--- config.mk ---
export PLATFORM = sky130hd
export DESIGN_NAME = i2c_txn_arbiter_flat
export DESIGN_NICKNAME = d
export VERILOG_FILES = /design/src/rtl/i2c_txn_arbiter_pkg.sv /design/src/rtl/i2c_txn_arbiter_if.sv /design/src/rtl/i2c_txn_arbiter_rr_arbiter.sv /design/src/rtl/i2c_txn_arbiter.sv /design/src/flat_wrapper.sv
export SDC_FILE = /design/constraint.sdc
export NUM_CORES = 1
export LEC_CHECK = 0
export ABC_AREA = 1
export BUFFER_PORTS_ARGS = -buffer_cell sky130_fd_sc_hd__buf_2
export CORE_ASPECT_RATIO = 0.7
export CORE_MARGIN = 2
export CORE_UTILIZATION = 35
export CTS_CLUSTER_SIZE = 12
export DETAILED_ROUTE_END_ITERATION = 12
export HOLD_SLACK_MARGIN = 0.08
export PLACE_DENSITY = 0.59
export RECOVER_POWER = 50
export SYNTH_ARGS = -nofsm -noshare
export SYNTH_HDL_FRONTEND = slang
export SYNTH_SLANG_ARGS = --single-unit
--- constraint.sdc ---
create_clock -name clk -period 2.5 [get_ports clk]
set_input_delay 0.5 -clock clk [delete_from_list [all_inputs] [get_ports clk]]
set_output_delay 0.5 -clock clk [all_outputs]
set_load 0.03 [all_outputs]
--- src/rtl/i2c_txn_arbiter_pkg.sv ---
// Shared definitions for the I2C transaction arbiter: FSM encoding,
// default parameters and bus field widths.
package i2c_arb_pkg;

    localparam int N_REQ_DEF       = 4;
    localparam int TIMEOUT_CYC_DEF = 65535;
    localparam int ADDR_W          = 7;
    localparam int DATA_W          = 8;

    typedef enum logic [2:0] {
        IDLE,
        LAUNCH,
        WAIT_BUSY,
        WAIT_DONE,
        RESP
    } arb_state_e;

endpackage

--- src/rtl/i2c_txn_arbiter_if.sv ---
// Requester handshake and I2C-master command/status bundle.
// The arbiter sits on the slave modport, requesters and the I2C master on master.
interface i2c_txn_arbiter_if
    import i2c_arb_pkg::*;
#(
    parameter int N_REQ = N_REQ_DEF
) ();

    logic [N_REQ-1:0]        req_valid;
    logic [N_REQ-1:0]        req_rw;
    logic [ADDR_W*N_REQ-1:0] req_addr;
    logic [DATA_W*N_REQ-1:0] req_wdata;
    logic [N_REQ-1:0]        req_ready;
    logic [N_REQ-1:0]        rsp_valid;
    logic [DATA_W-1:0]       rsp_rdata;
    logic                    rsp_err;

    logic                    m_start;
    logic                    m_rw;
    logic [ADDR_W-1:0]       m_addr;
    logic [DATA_W-1:0]       m_wdata;
    logic                    m_busy;
    logic                    m_done;
    logic [DATA_W-1:0]       m_rd_data;

    modport slave (
        input  req_valid, req_rw, req_addr, req_wdata, m_busy, m_done, m_rd_data,
        output req_ready, rsp_valid, rsp_rdata, rsp_err, m_start, m_rw, m_addr, m_wdata
    );

    modport master (
        output req_valid, req_rw, req_addr, req_wdata, m_busy, m_done, m_rd_data,
        input  req_ready, rsp_valid, rsp_rdata, rsp_err, m_start, m_rw, m_addr, m_wdata
    );

endinterface

--- src/rtl/i2c_txn_arbiter_rr_arbiter.sv ---
// Combinational round-robin grant: first set request found starting at ptr_i,
// wrapping modulo N_REQ; one-hot (or zero) grant.
module rr_arbiter #(
    parameter int N_REQ = 4,
    parameter int PW    = (N_REQ > 1) ? $clog2(N_REQ) : 1
) (
    input  logic [N_REQ-1:0] req_i,
    input  logic [PW-1:0]    ptr_i,
    output logic [N_REQ-1:0] grant_o
);

    logic          found;
    logic [PW-1:0] idx;

    always_comb begin
        grant_o = '0;
        found   = 1'b0;
        idx     = '0;
        for (int i = 0; i < N_REQ; i++) begin
            idx = PW'((int'(ptr_i) + i) % N_REQ);
            if (!found && req_i[idx]) begin
                grant_o[idx] = 1'b1;
                found        = 1'b1;
            end
        end
    end

endmodule

--- src/rtl/i2c_txn_arbiter.sv ---
// Serialises N_REQ requesters onto a single I2C master, one transaction at a time,
// with round-robin fairness and a per-transaction timeout.
module i2c_txn_arbiter
    import i2c_arb_pkg::*;
#(
    parameter int N_REQ       = N_REQ_DEF,
    parameter int TIMEOUT_CYC = TIMEOUT_CYC_DEF
) (
    input  logic              clk,
    input  logic              rst,
    i2c_txn_arbiter_if.slave  bus
);

    localparam int PW = (N_REQ > 1) ? $clog2(N_REQ) : 1;
    localparam int CW = $clog2(TIMEOUT_CYC + 1);

    arb_state_e        state_q, state_d;
    logic [PW-1:0]     ptr_q, ptr_d;
    logic [CW-1:0]     tcnt_q, tcnt_d;
    logic [N_REQ-1:0]  owner_q, owner_d;
    logic [N_REQ-1:0]  ready_q, ready_d;
    logic              rw_q, rw_d;
    logic [ADDR_W-1:0] addr_q, addr_d;
    logic [DATA_W-1:0] wdata_q, wdata_d;
    logic [DATA_W-1:0] rdata_q, rdata_d;
    logic              err_q, err_d;

    logic busy_meta_q, busy_sync_q;
    logic done_meta_q, done_sync_q, done_prev_q;
    logic done_rise, tmo;

    logic [N_REQ-1:0]  grant;
    logic              sel_rw;
    logic [ADDR_W-1:0] sel_addr;
    logic [DATA_W-1:0] sel_wdata;
    logic [PW-1:0]     sel_next_ptr;

    rr_arbiter #(.N_REQ(N_REQ), .PW(PW)) u_rr (
        .req_i   (bus.req_valid),
        .ptr_i   (ptr_q),
        .grant_o (grant)
    );

    always_comb begin
        sel_rw       = 1'b0;
        sel_addr     = '0;
        sel_wdata    = '0;
        sel_next_ptr = '0;
        for (int i = 0; i < N_REQ; i++) begin
            if (grant[i]) begin
                sel_rw       = bus.req_rw[i];
                sel_addr     = bus.req_addr[i*ADDR_W +: ADDR_W];
                sel_wdata    = bus.req_wdata[i*DATA_W +: DATA_W];
                sel_next_ptr = (i == N_REQ - 1) ? '0 : PW'(i + 1);
            end
        end
    end

    // m_busy/m_done come from another clock domain; only the synchronised copies are used.
    always_ff @(posedge clk or posedge rst) begin
        if (rst) begin
            busy_meta_q <= 1'b0;
            busy_sync_q <= 1'b0;
            done_meta_q <= 1'b0;
            done_sync_q <= 1'b0;
            done_prev_q <= 1'b0;
        end else begin
            busy_meta_q <= bus.m_busy;
            busy_sync_q <= busy_meta_q;
            done_meta_q <= bus.m_done;
            done_sync_q <= done_meta_q;
            done_prev_q <= done_sync_q;
        end
    end

    assign done_rise = done_sync_q & ~done_prev_q;
    assign tmo       = (tcnt_q == CW'(TIMEOUT_CYC - 1));

    always_ff @(posedge clk or posedge rst) begin
        if (rst) begin
            state_q <= IDLE;
            ptr_q   <= '0;
            tcnt_q  <= '0;
            owner_q <= '0;
            ready_q <= '0;
            rw_q    <= 1'b0;
            addr_q  <= '0;
            wdata_q <= '0;
            rdata_q <= '0;
            err_q   <= 1'b0;
        end else begin
            state_q <= state_d;
            ptr_q   <= ptr_d;
            tcnt_q  <= tcnt_d;
            owner_q <= owner_d;
            ready_q <= ready_d;
            rw_q    <= rw_d;
            addr_q  <= addr_d;
            wdata_q <= wdata_d;
            rdata_q <= rdata_d;
            err_q   <= err_d;
        end
    end

    always_comb begin
        state_d = state_q;
        ptr_d   = ptr_q;
        tcnt_d  = tcnt_q;
        owner_d = owner_q;
        ready_d = '0;
        rw_d    = rw_q;
        addr_d  = addr_q;
        wdata_d = wdata_q;
        rdata_d = rdata_q;
        err_d   = err_q;
        unique case (state_q)
            IDLE: begin
                if (|grant) begin
                    state_d = LAUNCH;
                    ready_d = grant;
                    owner_d = grant;
                    rw_d    = sel_rw;
                    addr_d  = sel_addr;
                    wdata_d = sel_wdata;
                    ptr_d   = sel_next_ptr;
                    tcnt_d  = '0;
                    rdata_d = '0;
                    err_d   = 1'b0;
                end
            end
            LAUNCH, WAIT_BUSY: begin
                tcnt_d = tcnt_q + 1'b1;
                if (tmo) begin
                    state_d = RESP;
                    err_d   = 1'b1;
                    rdata_d = '0;
                end else if (busy_sync_q) begin
                    state_d = WAIT_DONE;
                end else begin
                    state_d = WAIT_BUSY;
                end
            end
            WAIT_DONE: begin
                tcnt_d = tcnt_q + 1'b1;
                // A completion arriving on the last allowed cycle still counts as success.
                if (done_rise) begin
                    state_d = RESP;
                    err_d   = 1'b0;
                    rdata_d = rw_q ? bus.m_rd_data : '0;
                end else if (tmo) begin
                    state_d = RESP;
                    err_d   = 1'b1;
                    rdata_d = '0;
                end
            end
            RESP: begin
                state_d = IDLE;
            end
            default: begin
                state_d = IDLE;
            end
        endcase
    end

    assign bus.req_ready = ready_q;
    assign bus.rsp_valid = (state_q == RESP) ? owner_q : '0;
    assign bus.rsp_rdata = rdata_q;
    assign bus.rsp_err   = err_q;
    assign bus.m_start   = (state_q == LAUNCH) || (state_q == WAIT_BUSY);
    assign bus.m_rw      = rw_q;
    assign bus.m_addr    = addr_q;
    assign bus.m_wdata   = wdata_q;

endmodule

--- src/flat_wrapper.sv ---
// flat-port wrapper written by rule: the top's interface ports become plain ports
module i2c_txn_arbiter_flat import i2c_arb_pkg::*;
#(
    parameter int N_REQ       = N_REQ_DEF,
    parameter int TIMEOUT_CYC = TIMEOUT_CYC_DEF
)
  (clk, rst, bus_req_valid, bus_req_rw, bus_req_addr, bus_req_wdata, bus_m_busy, bus_m_done, bus_m_rd_data, bus_req_ready, bus_rsp_valid, bus_rsp_rdata, bus_rsp_err, bus_m_start, bus_m_rw, bus_m_addr, bus_m_wdata);
  i2c_txn_arbiter_if #(.N_REQ(N_REQ)) bus_i ();
  input  logic clk;
  input  logic rst;
  input wire logic [$bits(bus_i.req_valid)-1:0] bus_req_valid;
  input wire logic [$bits(bus_i.req_rw)-1:0] bus_req_rw;
  input wire logic [$bits(bus_i.req_addr)-1:0] bus_req_addr;
  input wire logic [$bits(bus_i.req_wdata)-1:0] bus_req_wdata;
  input wire logic [$bits(bus_i.m_busy)-1:0] bus_m_busy;
  input wire logic [$bits(bus_i.m_done)-1:0] bus_m_done;
  input wire logic [$bits(bus_i.m_rd_data)-1:0] bus_m_rd_data;
  output wire logic [$bits(bus_i.req_ready)-1:0] bus_req_ready;
  output wire logic [$bits(bus_i.rsp_valid)-1:0] bus_rsp_valid;
  output wire logic [$bits(bus_i.rsp_rdata)-1:0] bus_rsp_rdata;
  output wire logic [$bits(bus_i.rsp_err)-1:0] bus_rsp_err;
  output wire logic [$bits(bus_i.m_start)-1:0] bus_m_start;
  output wire logic [$bits(bus_i.m_rw)-1:0] bus_m_rw;
  output wire logic [$bits(bus_i.m_addr)-1:0] bus_m_addr;
  output wire logic [$bits(bus_i.m_wdata)-1:0] bus_m_wdata;
  assign bus_i.req_valid = bus_req_valid;
  assign bus_i.req_rw = bus_req_rw;
  assign bus_i.req_addr = bus_req_addr;
  assign bus_i.req_wdata = bus_req_wdata;
  assign bus_i.m_busy = bus_m_busy;
  assign bus_i.m_done = bus_m_done;
  assign bus_i.m_rd_data = bus_m_rd_data;
  assign bus_req_ready = bus_i.req_ready;
  assign bus_rsp_valid = bus_i.rsp_valid;
  assign bus_rsp_rdata = bus_i.rsp_rdata;
  assign bus_rsp_err = bus_i.rsp_err;
  assign bus_m_start = bus_i.m_start;
  assign bus_m_rw = bus_i.m_rw;
  assign bus_m_addr = bus_i.m_addr;
  assign bus_m_wdata = bus_i.m_wdata;
  i2c_txn_arbiter #(.N_REQ(N_REQ), .TIMEOUT_CYC(TIMEOUT_CYC)) u_core (.clk(clk), .rst(rst), .bus(bus_i));
endmodule
==> flow_results.org <==
** STA
- Fin crit period :: 2320 ps
- The final-report hold violation count came to 0.
- Summed negative setup slack over all endpoints :: 0 ps
- Setup repair after global routing left no endpoint under its margin.
- Headroom to the max-slew limit came out at 0.317.
- Ratio of final minimum period to clock period :: 0.930
- Transition time at the pin with the least slew margin :: 1020 ps
- Based on the critical path, the design can be clocked at up to 430 MHz.
- Maximum clock skew at final layout :: 6.95 ps
- Setup violations remaining at the end of the flow were counted as 0.
- The number of pins exceeding their max-slew limit in the final report came to 0.

** Worst setup path
- Slowest stage cell on the critical path :: dfrtp_1
- Counting buffers and inverters, the worst setup path is 6 cells deep.
- Slack of the worst reg-to-reg path :: 220 ps
- Source of the critical timing path :: u_core.state_q[0]
- The number of cells on the worst reg-to-reg path is 13.
- The critical path is of the flop to output port type.
- Critical path data required time :: 2000 ps
- R2R Path Start :: u_core.ptr_q[0]
- Largest fanout on the critical path :: 9
- Most prevalent standard cell on the critical path :: nor2_1
- In this run the critical register-to-register path is captured at u_core.owner_q[3].
- The largest single stage delay on the critical path is 510 ps.
- Crit start category :: flop
- Largest delay share family, worst path :: buffers and inverters
- For the worst setup path, the data arrival time is 1820 ps.
- Following the worst setup path forward leads to its endpoint at bus_m_start.
- Together, buffers and inverters on the worst path number 3.
- Traced cell by cell, the critical path runs through nor2_1 > nor2_1 > buf_4 > nand2_1 > inv_1 > buf_2.
- Nature of the critical path endpoint :: output port

** GRT
- Overall fraction of global-route tracks in use :: 0.187
- The initial antenna violation count was 0.
- The number of global-route vias before repair was 3768.
- Maximum number of pins on one net before global-route repair :: 42
- Global routing finished with a remaining overflow of 0.
- The first global-routing pass estimated 17600 microns of wire.

** Clocking
- TritonCTS built the clock tree.
- Clock latency on the worst-skew pair, taken at its later pin, is 330 ps.
- In this run the deepest clock path goes through 2 buffers.
- Clock transition at the registers of the reported paths :: 50 ps
- The H-tree was split into 3 levels.
- CTS buffer count :: 9
- Clock tree synthesis found a total of 59 sinks.
- In this run the clock root is driven by a clkbuf_16.

** Finish
- The repair_antennas step left the layout with diodes totalling 0.
- Commonest non-fill, non-tap cells in the layout :: buf_2, nand2_1, nor2_1
- Fill cell total of the finished layout :: 1067
- Summing all non-filler instances in the final layout gives an area of 4870 sq um.
- Multi-input combinational cell area :: 1980 sq um
- Non-Filler Instances :: 790
- Measured on the finished design, the core utilization comes to 0.465.
- Post-synthesis to final-layout area growth :: 28.0%
- Most common cell after layout, fill and taps aside :: buf_2
- Area taken by flip-flops and latches :: 1480 sq um
- Of the cells placed in the final design, the portion with a size suffix greater than 1 is 0.257.
- For this run, the post-layout net count is 743.

** Detailed routing
- After detailed routing, the number of vias per cell comes to 4.90.
- The count of nets left with antenna violations once routing finished came out at 0.
- After the first detailed-routing iteration, the DRC count stood at 321.
- After detailed routing, the number of remaining DRC violations is 0.
- Detailed routing inserted a total of 3869 vias.
- In the final routed layout, each cell accounts on average for 13.3 microns.
- The first TritonRoute pass finished after 4 iterations.
- Total wire length :: 10500 microns

** Yosys
- Number of synthesized register bits :: 59
- In the synthesized netlist, the number of instances is 531.
- The number of nets handed over by synthesis was 620.
- The most used flip-flop cell after synthesis is dfrtp_1.
- Syn Std Cell Area :: 3800 sq um
- Avg Cell Area, Syn :: 7.16 sq um
- Of the synthesized area, sequential elements account for 0.388.
- Count of unique library cells instantiated by Yosys :: 36
- In this run, synthesis inferred 0 flip-flops with an integrated enable.
- Of all flip-flops after synthesis, the portion carrying an async set or reset was 1.00.
- Yosys printed 0 warnings.

** Die
- Count of boundary I/O pins :: 114
- The die is 129 microns wide.
- The initial utilization of the core area, before any placement, comes to 0.363.
- The region available for standard cell placement spans 10500 sq um.
- Die height :: 91.2 microns
- In this run the core area contains 31 standard-cell rows.
- The floorplan step defined a die boundary enclosing 11700 sq um.

** Pwr
- Switch share :: 0.515
- Worst vdd rail ir drop :: 693 uV
- Power per standard cell area :: 1570 nW/um^2
- The share of total power dissipated in sequential elements is 0.201.
- The internal portion of the total power is 0.00371 W.
- Logic gate share of total power :: 0.632
- Proportion of power drawn by the clock network :: 0.167
- Leakage power :: 2.46 nW
- The design draws 0.00765 W.
- Net switching power of the design :: 0.00394 W

** Placement
- HPWL Detailed :: 7920 microns
- At the end of routability-driven placement, the weighted congestion stood at 0.919.
- Number of cells in the design after placement :: 775
- Number of I/O port buffers :: 113
- Placed standard-cell area :: 4580 sq um

** Run status
- Run status :: completed

** Flow run
- Number of max-cap violations :: 0

** Hold path
- The startpoint identified for the worst hold timing path is bus_m_done.
- Class of the worst hold path :: input pin to flop
==> worst register-to-register path, delay by kind of cell (launching register included) <==
family	cells	cell delay, ps
and+or+nand+nor	7	830
buffers and inverters	4	560
DFF	1	350
adders and majority gates	1	330
AOI/OAI and AO/OA	1	140
==> worst min path at each step <==
stage	to	slack (ps)	cells after the start
6_report	u_core.done_meta_q	270	1
5_1_grt	u_core.done_meta_q	270	1
3_5_place_dp	u_core.busy_sync_q	340	0
2_1_floorplan	u_core.busy_sync_q	330	0
4_1_cts	u_core.tcnt_q[4]	170	2
3_3_place_gp	u_core.busy_sync_q	330	0
==> cells in the mapped netlist (all sizes together) (4+ instances only) <==
master  count  area, sq um
ha          9          113
a21oi      57          308
nand4       8         50.1
inv        68          255
o21bai      4         30.0
o22ai       8         50.1
nand3      61          360
clkbuf      7         27.5
dfrtp      59         1480
o21ai      29          145
nor2       95          404
nand2     101          412
buf        11         66.3
==> cell families (layout without fill, tap and decap cells) <==
group / Yosys count / in the layout / share of synthesized area
compound gates: 102 / 102 / 0.148
fa+ha+maj: 9 / 9 / 0.0296
buf+inv: 88 / 215 / 0.0937
flops: 59 / 59 / 0.388
simple gates: 272 / 272 / 0.338
xor+xnor: 1 / 1 / 0.00230
==> power by group through the flow <==
| stage | Combinational [W] | Clock [W] | Sequential, W |
|---|---|---|---|
| final | 0.00483 | 0.00128 | 0.00154 |
| after global routing | 0.00543 | 0.00134 | 0.00157 |
| after CTS | 0.00487 | 0.00130 | 0.00153 |
| after detailed placement | 0.00485 | 0 | 0.00154 |
| after global placement | 0.00478 | 0 | 0.00154 |
| after floorplan | 0.00320 | 0 | 0.00190 |
==> sequential cells by signal (all words and copies together), names as in the netlist, 2 cells and up <==
name and cells:
u_core.state_q 3, u_core.bus.rsp_rdata 8, u_core.bus.m_wdata 8, u_core.ptr_q 2
u_core.tcnt_q 16, u_core.bus.m_addr 7, u_core.owner_q 4, u_core.bus.req_ready 4
==> per-stage QoR <==
| step | worst slack, ps | hold slack, ps |
|---|---|---|
| after global routing | 22.5 | 267 |
| after global placement | 270 | 334 |
| final | 175 | 273 |
| after floorplan | 126 | 331 |
| after CTS | 157 | 172 |
| after detailed placement | 174 | 340 |
==> repair_timing <==
| item | in CTS | in global routing |
|---|---|---|
| endpoints found under the setup margin | 0 | 16 |
| buffers inserted | 0 | 0 |
| resized for setup | 0 | 1 |
| hold buffers | 0 | 0 |
==> routing by layer <==
metal  GRT usage  share of wire  vias up
li1            -              -     1969
met1       0.254           0.48     1776
met2       0.293           0.45      107
met3      0.0466          0.053       17
met4      0.0607          0.013        0
met5           0              0        -
==> layout make-up <==
type / instances / area share
inverter: 70 / 0.0540
clock buffer: 14 / 0.0583
timing repair buffer: 130 / 0.139
multi-input combinational: 384 / 0.406
sequential: 59 / 0.303
tap: 132 / 0.0339
clock inverter: 1 / 0.00617
(Power assumes the default switching activity.)
